$ cat src/rtl/sram_arbiter.sv
// rtl/sram_arbiter.sv - round-robin CPU/ADC arbiter driving one asynchronous byte-wide SRAM
//
// Purpose: grants one of two requesters (CPU read/write, ADC write-only) at a
// time and sequences the SRAM strobes through IDLE -> SETUP -> STROBE -> HOLD.
// STROBE lasts WAIT_CYCLES cycles (1..15).
//
// Ports:
//   clk, reset_n                        clock, asynchronous active-low reset
//   cpu_req/cpu_we/cpu_addr/cpu_wdata   CPU request, direction (1 = write), address, data
//   cpu_ack, cpu_rdata                  CPU completion pulse, last CPU read data
//   adc_req/adc_addr/adc_wdata          ADC write request, address, data
//   adc_ack                             ADC completion pulse
//   sram_addr, sram_dout, sram_din      SRAM address, write data, read data
//   sram_oe                             1 = FPGA drives the SRAM data pads
//   sram_ce_n, sram_oe_n, sram_we_n     active-low SRAM strobes
//   busy                                high whenever an access is in flight
module sram_arbiter #(
    parameter int WAIT_CYCLES = 2
) (
    input  logic        clk,
    input  logic        reset_n,
    input  logic        cpu_req,
    input  logic        cpu_we,
    input  logic [18:0] cpu_addr,
    input  logic [7:0]  cpu_wdata,
    output logic        cpu_ack,
    output logic [7:0]  cpu_rdata,
    input  logic        adc_req,
    input  logic [18:0] adc_addr,
    input  logic [7:0]  adc_wdata,
    output logic        adc_ack,
    output logic [18:0] sram_addr,
    output logic [7:0]  sram_dout,
    input  logic [7:0]  sram_din,
    output logic        sram_oe,
    output logic        sram_ce_n,
    output logic        sram_oe_n,
    output logic        sram_we_n,
    output logic        busy
);

    typedef enum logic [1:0] {
        S_IDLE   = 2'd0,
        S_SETUP  = 2'd1,
        S_STROBE = 2'd2,
        S_HOLD   = 2'd3
    } state_t;

    localparam logic [3:0] STROBE_LOAD = 4'(WAIT_CYCLES - 1);

    state_t      state_q, state_d;
    logic [3:0]  cnt_q, cnt_d;
    // Owner of the current (or most recent) access; doubles as the
    // round-robin pointer. Reset to "CPU" so the ADC wins the first tie.
    logic        gnt_cpu_q, gnt_cpu_d;
    logic        we_q, we_d;
    logic [18:0] addr_q, addr_d;
    logic [7:0]  wdata_q, wdata_d;
    logic [7:0]  rdata_q, rdata_d;
    // High for the IDLE cycle right after HOLD: the requester just acked may
    // still have req high and must not be granted a second time on it.
    logic        post_hold_q;

    logic cpu_ok, adc_ok, pick_cpu, grant, last_strobe;

    always_comb begin
        cpu_ok      = cpu_req & ~(post_hold_q & gnt_cpu_q);
        adc_ok      = adc_req & ~(post_hold_q & ~gnt_cpu_q);
        pick_cpu    = cpu_ok & (~adc_ok | ~gnt_cpu_q);
        grant       = (state_q == S_IDLE) & (cpu_ok | adc_ok);
        last_strobe = (state_q == S_STROBE) & (cnt_q == 4'd0);
    end

    // State register and datapath registers
    always_ff @(posedge clk or negedge reset_n) begin
        if (!reset_n) begin
            state_q     <= S_IDLE;
            cnt_q       <= 4'd0;
            gnt_cpu_q   <= 1'b1;
            we_q        <= 1'b0;
            addr_q      <= 19'd0;
            wdata_q     <= 8'd0;
            rdata_q     <= 8'd0;
            post_hold_q <= 1'b0;
        end else begin
            state_q     <= state_d;
            cnt_q       <= cnt_d;
            gnt_cpu_q   <= gnt_cpu_d;
            we_q        <= we_d;
            addr_q      <= addr_d;
            wdata_q     <= wdata_d;
            rdata_q     <= rdata_d;
            post_hold_q <= (state_q == S_HOLD);
        end
    end

    // Next-state logic
    always_comb begin
        state_d = state_q;
        cnt_d   = cnt_q;
        unique case (state_q)
            S_IDLE: begin
                if (grant) state_d = S_SETUP;
            end
            S_SETUP: begin
                state_d = S_STROBE;
                cnt_d   = STROBE_LOAD;
            end
            S_STROBE: begin
                if (cnt_q == 4'd0) state_d = S_HOLD;
                else               cnt_d   = cnt_q - 4'd1;
            end
            S_HOLD: begin
                state_d = S_IDLE;
            end
        endcase
    end

    // Winner's request is captured on the grant edge; read data is captured
    // on the last STROBE edge of a CPU read only.
    always_comb begin
        gnt_cpu_d = gnt_cpu_q;
        we_d      = we_q;
        addr_d    = addr_q;
        wdata_d   = wdata_q;
        rdata_d   = rdata_q;
        if (grant) begin
            gnt_cpu_d = pick_cpu;
            we_d      = pick_cpu ? cpu_we    : 1'b1;
            addr_d    = pick_cpu ? cpu_addr  : adc_addr;
            wdata_d   = pick_cpu ? cpu_wdata : adc_wdata;
        end
        if (last_strobe && gnt_cpu_q && !we_q) rdata_d = sram_din;
    end

    // Output decode. sram_oe is only raised for writes and sram_oe_n only
    // lowered for reads, so the pads are never driven against the SRAM.
    always_comb begin
        sram_ce_n = 1'b1;
        sram_oe_n = 1'b1;
        sram_we_n = 1'b1;
        sram_oe   = 1'b0;
        cpu_ack   = 1'b0;
        adc_ack   = 1'b0;
        busy      = 1'b0;
        unique case (state_q)
            S_IDLE: begin
            end
            S_SETUP: begin
                busy      = 1'b1;
                sram_ce_n = 1'b0;
                sram_oe   = we_q;
                sram_oe_n = we_q;
            end
            S_STROBE: begin
                busy      = 1'b1;
                sram_ce_n = 1'b0;
                sram_oe   = we_q;
                sram_oe_n = we_q;
                sram_we_n = ~we_q;
            end
            S_HOLD: begin
                busy      = 1'b1;
                sram_ce_n = 1'b0;
                sram_oe   = we_q;
                cpu_ack   = gnt_cpu_q;
                adc_ack   = ~gnt_cpu_q;
            end
        endcase
    end

    assign sram_addr = addr_q;
    assign sram_dout = wdata_q;
    assign cpu_rdata = rdata_q;

endmodule

$ cat config.mk
export PLATFORM = sky130hd
export DESIGN_NAME = sram_arbiter
export DESIGN_NICKNAME = d
export VERILOG_FILES = /design/src/rtl/sram_arbiter.sv
export SDC_FILE = /design/constraint.sdc
export NUM_CORES = 1
export LEC_CHECK = 0
export CAP_MARGIN = 15
export CORE_MARGIN = 8
export CORE_UTILIZATION = 42
export DETAILED_ROUTE_END_ITERATION = 10
export PLACE_DENSITY = 0.8
export SLEW_MARGIN = 40
export SYNTH_ARGS = -nofsm -noshare
export SYNTH_HDL_FRONTEND = slang
export SYNTH_SLANG_ARGS = --single-unit
export TNS_END_PERCENT = 20
$ cat constraint.sdc
create_clock -name clk -period 2.3 [get_ports clk]
set_input_delay 0.46 -clock clk [delete_from_list [all_inputs] [get_ports clk]]
set_output_delay 0.46 -clock clk [all_outputs]
set_load 0.02 [all_outputs]
## Word-level counts from Yosys, hierarchy flattened

Index checks and enable logic that the tools add are counted.

- Bits in registers: 44
- Input port bits: 67
- Logic and storage cells: 54
- Output and inout bits: 42

- Muxes and demuxes: 15
- Equality and inequality tests: 6
- Reduce and logical (&&, ||, !) cells: 10
- $add $sub $neg: 1
- Bitwise operators: 14

Operators by type and width:

| cell | number |
|---|---|
| $mux W19 | 1 |
| $mux W1 | 8 |
| $mux W8 | 1 |
| $pmux W2 S4 | 1 |
| $pmux W4 S2 | 1 |
| $and A1 B1 Y1 | 7 |
| $not A1 Y1 | 5 |
| $eq A2 B2 Y1 const B | 2 |
| $logic_not A4 Y1 | 1 |
| $mux W2 | 2 |
| $mux W4 | 1 |
| $ne A2 B2 Y1 const B | 2 |
| $reduce_and A2 Y1 | 2 |
| $sub A4 B1 Y4 const B | 1 |
| $reduce_or A3 Y1 | 1 |
| $eq A2 B1 Y1 const B | 1 |
| $logic_and A1 B1 Y1 | 2 |
| $logic_not A2 Y1 | 1 |
| $ne A2 B1 Y1 const B | 1 |
| $or A1 B1 Y1 | 2 |
| $reduce_bool A2 Y1 | 1 |
| $reduce_or A2 Y1 | 1 |
| $logic_not A1 Y1 | 1 |

## Depth between registers and ports, before layout

Gate-level depths: netlist (run 1).

- Word-level depth: 8
- Mapped depth: 6
- Mapped depth without buffers: 5

## Worst setup path before layout (run 1)

OpenSTA, ideal clock, no wires.

- Kind: reg2reg
- From: register state_q[0]
- To: register addr_q[0] (netlist: sram_addr[0])
- Arrival: 1.883 ns
- Stages on the path, launching flop included: 7
- Clock period less this slack: 2.007 ns
- Setup slack: 0.293 ns
- Required time: 2.175 ns
- Setup time: 0.125 ns
- Buffers on the path: 1
- Cells stage by stage: dfrtp_1 > inv_1 > ha_1 > o21ai_0 > a21oi_4 > buf_6 > mux2_2

- Longest elaborated chain between the ends: 2

RTL lines:

| item | line | RTL |
|---|---|---|
| from (decl) | 51 | `state_t state_q, state_d;` |
| from (signal assigned) | 86 | `state_q <= state_d;` |
| $logic_not A2 Y1 | 70 | `grant = (state_q == S_IDLE) & (cpu_ok \| adc_ok);` |
| $and A1 B1 Y1 | 70 |  |
| to (signal assigned) | 90 | `addr_q <= addr_d;` |
| to (decl) | 57 | `logic [18:0] addr_q, addr_d;` |

No other way between the ends.
A chain may end at the register's enable or synchronous reset.

## Worst setup path in the final report (run 1)

- From: register state_q[0]
- To: output port sram_we_n

- Longest elaborated chain between the ends: 2

RTL lines:

| item | line | RTL |
|---|---|---|
| $eq A2 B2 Y1 | 146 | `unique case (state_q)` |
| $mux W1 | 146 |  |
| to (decl) | 38 | `output logic sram_we_n,` |

No other way between the ends.

==> summary.md, run 1 <==
| Metric | Value |
|---|---|
| DIE AREA | 8380 µm² |
| Die width | 91.6 µm |
| Post-synth top area share | 44.9% |
| # Post-CTS Setup Buffers | 0 |
| Fmax | 0.457 GHz |
| Worst min-delay path class | in -> async |
| CTS tree | built |
| Layout cells sized above 1 | 19.0% |
| Synth Instances | 226 |
| Leakage | 1.66 nW |
| Critical path's slowest cell | clkdlybuf4s50_1 |
| Vias in the first global route | 2278 |
| Max Cap Viol | 0 |
| First DRT Iteration DRCs | 84 |
| Antenna Nets Post-Route | 0 |
| Final min period | 2.19 ns |
| Tcrit/Tclk final | 95.1% |
| Slew of the pin with the lowest slew margin | 0.672 ns |
| Count leader, synth | dfrtp_1 |
| GRT overflow | 0 |
| Wirelength per Cell | 17.0 µm |
| R2R Path End | cpu_rdata[1] |
| Post-Syn Nets | 300 |
| Cell taking the most area after synthesis | dfrtp_1 |
| Required time of the critical path | 1.84 ns |
| Diodes inserted | 0 |
| Post-synth EDFFs | 0 |
| Sequential element share of the synthesized area | 46.0% |
| Fin Setup TNS | 0 ns |
| Top area cells in the synthesized netlist | dfrtp_1 45%, mux2_2 17%, o32ai_1 9.9%, nand2_1 5.5%, inv_1 5.0% |
| PD cells | 1210 nW/µm² |
| Max incr delay on CP | 0.60 ns |
| DP Area | 3620 µm² |
| Status | completed |
| Tot Pwr | 4.51 mW |
| Netlist cell types | 29 |
| Setup CP Type | reg -> out |
| Starting density of the core | 43.5% |
| Port Buffers | 108 |
| Ys flop type | dfrtp_1 |
| Final HPWL DP | 5490 µm |
| Largest net degree at the start of global routing | 30 |
| Initial antenna violation count | 0 |
| Wire length of the first global-routing pass | 11300 µm |
| Top cell family by delay on the critical path | buffers and inverters |
| Avg Cell Area, Syn | 10.6 µm² |
| Peak supply drop | 0.570 mV |
| Clock skew | 0.00671 ns |
| Final nets | 410 |
| CTS Sinks | 44 |
| Element type at the critical path end | output pin |
| CP cell instances | inv_1 > ha_2 > nand2_1 > clkdlybuf4s50_1 |
| Final hold violations | 0 |
| Clock-pin slew on the worst setup and hold paths | 0.09 ns |
| Routability cong. | 0.788 |
| Vias | 2117 |
| CTS H-tree depth | 2 |
| Finished Cell Area | 3730 µm² |
| Cts hold-fix bufs | 0 |
| DRT Pass-1 Iters | 4 |
| Worst-Skew Late Latency | 0.31 ns |
| Hold Slack | 0.178 ns |
| Pins Over Slew Limit | 0 |
| Yosys Warn Count | 0 |
| Asr flop ratio synth | 100% |
| FF+latch count, synth | 44 |
| RSZ-0062 raised after global routing | false |
| Core area | 5510 µm² |
| CP bufs+invs | 2 |
| CTS max path bufs | 2 |
| Worst r2r path cells | 5 |
| P&R area growth vs syn | 55.4% |
| Register-to-register setup slack | 0.24 ns |
| Synth top cells by count | 43 x dfrtp_1, 37 x mux2_2, 35 x nand2_1 |
| Startpoint types | flip-flop |
| CP Max Fanout | 8 |
| # fillers | 442 |
| Drt total wl | 6960 µm |
| Count of final setup violators | 0 |
| WP data arrival | 1.73 ns |
| Synth Cell Area | 2400 µm² |
| Die Span Y | 91.6 µm |
| GRT Overall Usage | 16.8% |
| Worst Setup SP | state_q[0] |
| Worst R2R Start | cnt_q[0] |
| Vias per std cell | 5.18 |
| Relative slew slack | 55.2% |
| Clock root buffer | clkbuf_8 |
| Num CTS Buffers | 5 |
| DR DRC count | 0 |
| IO Count | 109 |
| Core Rows | 27 |
through the flow:
| step | utilization (%) | setup slack [ns] | std cells |
|---|---|---|---|
| finish | 67.7 | 0.113 | 409 |
| floorplan | - | 0.293 | 226 |
| global placement | 65.8 | 0.118 | 401 |
| global route | 67.7 | 0.0116 | 409 |
| CTS | 67.5 | 0.00565 | 409 |
| detailed placement | 65.8 | 0.0596 | 401 |
how the worst max path moves through the flow:
stage / cells past startpoint / end / slack [ns]
after global routing: 4 / sram_we_n / 0.01
final: 4 / sram_we_n / 0.11
after CTS: 4 / sram_oe_n / 0.006
after floorplan: 6 / sram_addr[0] / 0.29
after global placement: 5 / sram_addr[13] / 0.12
after detailed placement: 5 / sram_addr[16] / 0.06
report_power, final:
part           switching, mW  internal, mW
logic                   1.25          1.37
registers              0.236          1.14
clock network          0.299         0.224
total                   1.78          2.73
worst register-to-register path, stage by stage, from the launching register on:
cell     delay, ns
dfrtp_1       0.39
inv_1         0.12
ha_1          0.16
or3b_1        0.45
nor3_4        0.43
mux2_2        0.38
cell families (layout without fill, tap and decap cells):
logic type      Yosys count  after routing  share of synthesized area [%]
simple gates             50             50                           9.97
mux                      41             41                           19.1
buf+inv                  48            159                           8.46
flops                    44             44                           46.0
compound gates           36             36                           12.9
fa+ha+maj                 7              7                           3.65
repair_timing:
item | in CTS | in global routing
setup endpoints to repair | 2 | 2
gates cloned | 0 | 0
gates resized for setup | 2 | 3
layer usage:
layer	global-route usage, %	vias to the layer above	part of all wire, %
met5	0	-	0
met4	6.82	0	2.0
met3	5.10	10	6.4
met2	29.2	73	52
met1	18.5	1026	40
li1	-	1008	-
layout make-up:
type	instances	area, µm²	area share, %
multi-input cells	134	1110	29.7
flip-flops and latches	44	1100	29.6
clock buffers	5	68.8	1.85
well taps	72	90.1	2.42
clock inverters	3	26.3	0.705
inverters	32	120	3.22
repair buffers	119	1210	32.5
flip-flops by register name, indices dropped and copies added, names as in the netlist:
name and count:
sram_addr 19, cnt_q 4, gnt_cpu_q 1, state_q 2, cpu_rdata 8, sram_dout 8, post_hold_q 1, we_q 1
cell usage in the layout (no fill, tap or decap), types with 2 or more instances in the layout:
cell type        Yosys  final
a21oi_1              2      2
and2_1               2      2
buf_12               0      4
buf_4                0      7
clkbuf_8             0      5
clkdlybuf4s50_1      0    104
dfrtp_1             43     43
dlymetal6s2s_1       0      2
ha_1                 7      5
ha_2                 0      2
inv_1               32     32
inv_6                0      2
mux2_2              37     37
mux2i_1              4      4
nand2_1             35     35
nand2b_1             2      2
nand3_1              2      2
nor2b_1              3      2
o32ai_1             27     27
Note: power is estimated with default switching activity, not from simulation.
==> run 2, diff against run 1 <==
--- a/config.mk
+++ b/config.mk
@@ -7,9 +7,9 @@
 export LEC_CHECK = 0
 export CAP_MARGIN = 15
 export CORE_MARGIN = 8
-export CORE_UTILIZATION = 42
+export CORE_UTILIZATION = 35
 export DETAILED_ROUTE_END_ITERATION = 10
-export PLACE_DENSITY = 0.8
+export PLACE_DENSITY = 0.68
 export SLEW_MARGIN = 40
 export SYNTH_ARGS = -nofsm -noshare
 export SYNTH_HDL_FRONTEND = slang
==> run 2 against run 1 <==
Effect of this change: die area rose by 16%; via count fell by 3.3%; first-iteration DRC count is 46% lower; flip-flop and latch count is the same; worst hold slack lost 0.019 ns; final area increased by 0.64%; non-clock buffer count did not move; critical endpoint unchanged; highest routed layer unchanged.
==> summary.md, run 2 (synthesized netlist as in run 1, its figures left out) <==
| Metric | Value |
|---|---|
| Status | completed |
| Register-to-register setup slack | 0.29 ns (+0.05 ns) |
| Wire length of the first global-routing pass | 11400 µm (+1.3%) |
| GRT overflow | 0 (unchanged) |
| DR DRC count | 0 (unchanged) |
| Final HPWL DP | 5230 µm (-4.8%) |
| Most common cell after layout, fill and taps aside | clkdlybuf4s50_1 |
| Wirelength per Cell | 16.4 µm (-3.7%) |
| Vias in the first global route | 2154 (-5.4%) |
| CTS Sinks | 44 (unchanged) |
| CP Max Fanout | 8 (unchanged) |
| Vias per std cell | 4.91 (-5.2%) |
| Worst R2R Start | cnt_q[0] |
| Port Buffers | 108 (unchanged) |
| CTS max path bufs | 2 (unchanged) |
| IO Count | 109 (unchanged) |
| Fin Setup TNS | 0 ns (unchanged) |
| Pre-CTS setup slack | 0.127 ns (+0.0674 ns) |
| Required time of the critical path | 1.84 ns (about the same) |
| DIE AREA | 9750 µm² (+16%) |
| Slew of the pin with the lowest slew margin | 0.589 ns (-0.0831 ns) |
| Startpoint types | flip-flop |
| First DRT Iteration DRCs | 45 (-46%) |
| Die Span Y | 98.8 µm (+7.9%) |
| Non-Filler Instances | 417 (+2.0%) |
| Count of final setup violators | 0 (unchanged) |
| Core Rows | 30 (+11%) |
| Hold Slack | 0.159 ns (-0.0187 ns) |
| Clock root buffer | clkbuf_8 |
| Setup CP Type | reg -> out |
| Post-Place Cells | 409 (+2.0%) |
| Pins Over Slew Limit | 0 (unchanged) |
| Layout cells sized above 1 | 19.0% (unchanged) |
| Worst min-delay path class | in -> async |
| Final core utilization | 55.8% (-12 points) |
| Max reg flops | 19 (unchanged) |
| Final hold violations | 0 (unchanged) |
| Die width | 98.8 µm (+7.9%) |
| Initial antenna violation count | 0 (unchanged) |
| Largest net degree at the start of global routing | 29 (-3.3%) |
| Critical Path End | sram_we_n |
| GRT Overall Usage | 14.4% (-2.4 points) |
| Clk pwr share | 13.8% (+2.2 points) |
| Logic pwr share | 56.3% (-1.7 points) |
| Vias | 2047 (-3.3%) |
| Tcrit/Tclk final | 94.9% (-0.20 points) |
| Drt total wl | 6840 µm (-1.8%) |
| R2R Path End | cpu_rdata[1] |
| Worst-Skew Late Latency | 0.30 ns (about the same) |
| Finished Cell Area | 3750 µm² (+0.64%) |
| Routability cong. | 0.706 (-10%) |
| Element type at the critical path end | output pin |
| Power Internal | 2.84 mW (+4.1%) |
| WP data arrival | 1.72 ns (about the same) |
| Leakage | 1.67 nW (+0.50%) |
| Switching fraction of total power | 37.9% (-1.6 points) |
| Clock skew | 0.00737 ns (+0.000660 ns) |
| Core area | 6720 µm² (+22%) |
| DRT Pass-1 Iters | 4 (unchanged) |
| Tot Pwr | 4.58 mW (+1.4%) |
| Num CTS Buffers | 5 (unchanged) |
| RSZ-0062 raised after global routing | false |
| Antenna Nets Post-Route | 0 (unchanged) |
| Fmax | 0.458 GHz (+0.21%) |
| # Post-CTS Setup Buffers | 0 (unchanged) |
| Clock-pin slew on the worst setup and hold paths | 0.08 ns (about the same) |
| Starting density of the core | 35.7% (-7.9 points) |
| CTS tree | built |
| Diodes inserted | 0 (unchanged) |
| Peak supply drop | 0.568 mV (-0.46%) |
| DP Area | 3620 µm² (about the same) |
| Final min period | 2.18 ns (-0.00454 ns) |
| Relative slew slack | 60.7% (+5.5 points) |
| Final setup margin | 0.117 ns (+0.00454 ns) |
| Worst Setup SP | state_q[0] |
| Worst r2r path cells | 5 (unchanged) |
| Sw power | 1.73 mW (-2.7%) |
| CTS H-tree depth | 2 (unchanged) |
| Share of power burned in registers | 29.9% (-0.6 points) |
| PD cells | 1220 nW/µm² (+0.76%) |
| P&R area growth vs syn | 56.4% |
| Most frequent cells in the layout | 104 x clkdlybuf4s50_1, 43 x dfrtp_1, 37 x mux2_2 |
| Max Cap Viol | 0 (unchanged) |
| Final nets | 410 (unchanged) |
## run 2: cell types whose count changed in the layout (fill, tap and decap cells not counted), sizes merged
| cell | change |
|---|---|
| inv | -2 |
| clkbuf | +1 |
| bufinv | +1 |
## run 2: power groups by stage
stage | clock (mW) | combinational (mW) | sequential, mW
finish | 0.632 | 2.57 | 1.37
global route | 0.680 | 2.78 | 1.43
CTS | 0.655 | 2.62 | 1.37
detailed placement | 0 | 2.62 | 1.38
global placement | 0 | 2.58 | 1.38
floorplan | 0 | 1.17 | 1.68
## run 2: worst min-delay path by stage
stage	endpoint	depth (start not counted)
2_1_floorplan	cnt_q[0]	0
3_3_place_gp	cnt_q[3]	1
3_5_place_dp	cnt_q[3]	1
4_1_cts	cnt_q[0]	1
5_1_grt	state_q[0]	1
6_report	state_q[0]	1
## run 2: worst max-delay path, stage by stage, from the launching register on
cell and delay, ns:
dfrtp_1 0.41, inv_1 0.10, ha_2 0.25, nand2_1 0.07
clkdlybuf4s50_1 0.61
## run 2: timing repair
action,in CTS,in global routing
gates cloned,0,0
hold buffers,0,0
resized for setup,2,3
setup endpoints to repair,2,3
## run 2: cell type report
type	count	area, µm²
multi-input combinational	134	1110
sequential	44	1100
fill	590	2970
tap	80	100
clock buffer	6	82.6
clock inverter	2	38.8
inverter	32	120
timing repair buffer	119	1200
## run 2: metal layers
layer,up-vias,wire length [µm],global-route usage (%)
met2,49,3420,24.5
met5,-,0,0
met1,985,2970,17.5
met3,6,389,3.95
li1,1007,-,-
met4,0,53,3.54
==> run 3, diff against run 2 <==
--- a/config.mk
+++ b/config.mk
@@ -9,6 +9,7 @@
 export CORE_MARGIN = 8
 export CORE_UTILIZATION = 35
 export DETAILED_ROUTE_END_ITERATION = 10
+export HOLD_SLACK_MARGIN = 0.15
 export PLACE_DENSITY = 0.68
 export SLEW_MARGIN = 40
 export SYNTH_ARGS = -nofsm -noshare
==> results of run 3 <==
Same layout as run 2: the final DEF is identical, and so are final timing and power.
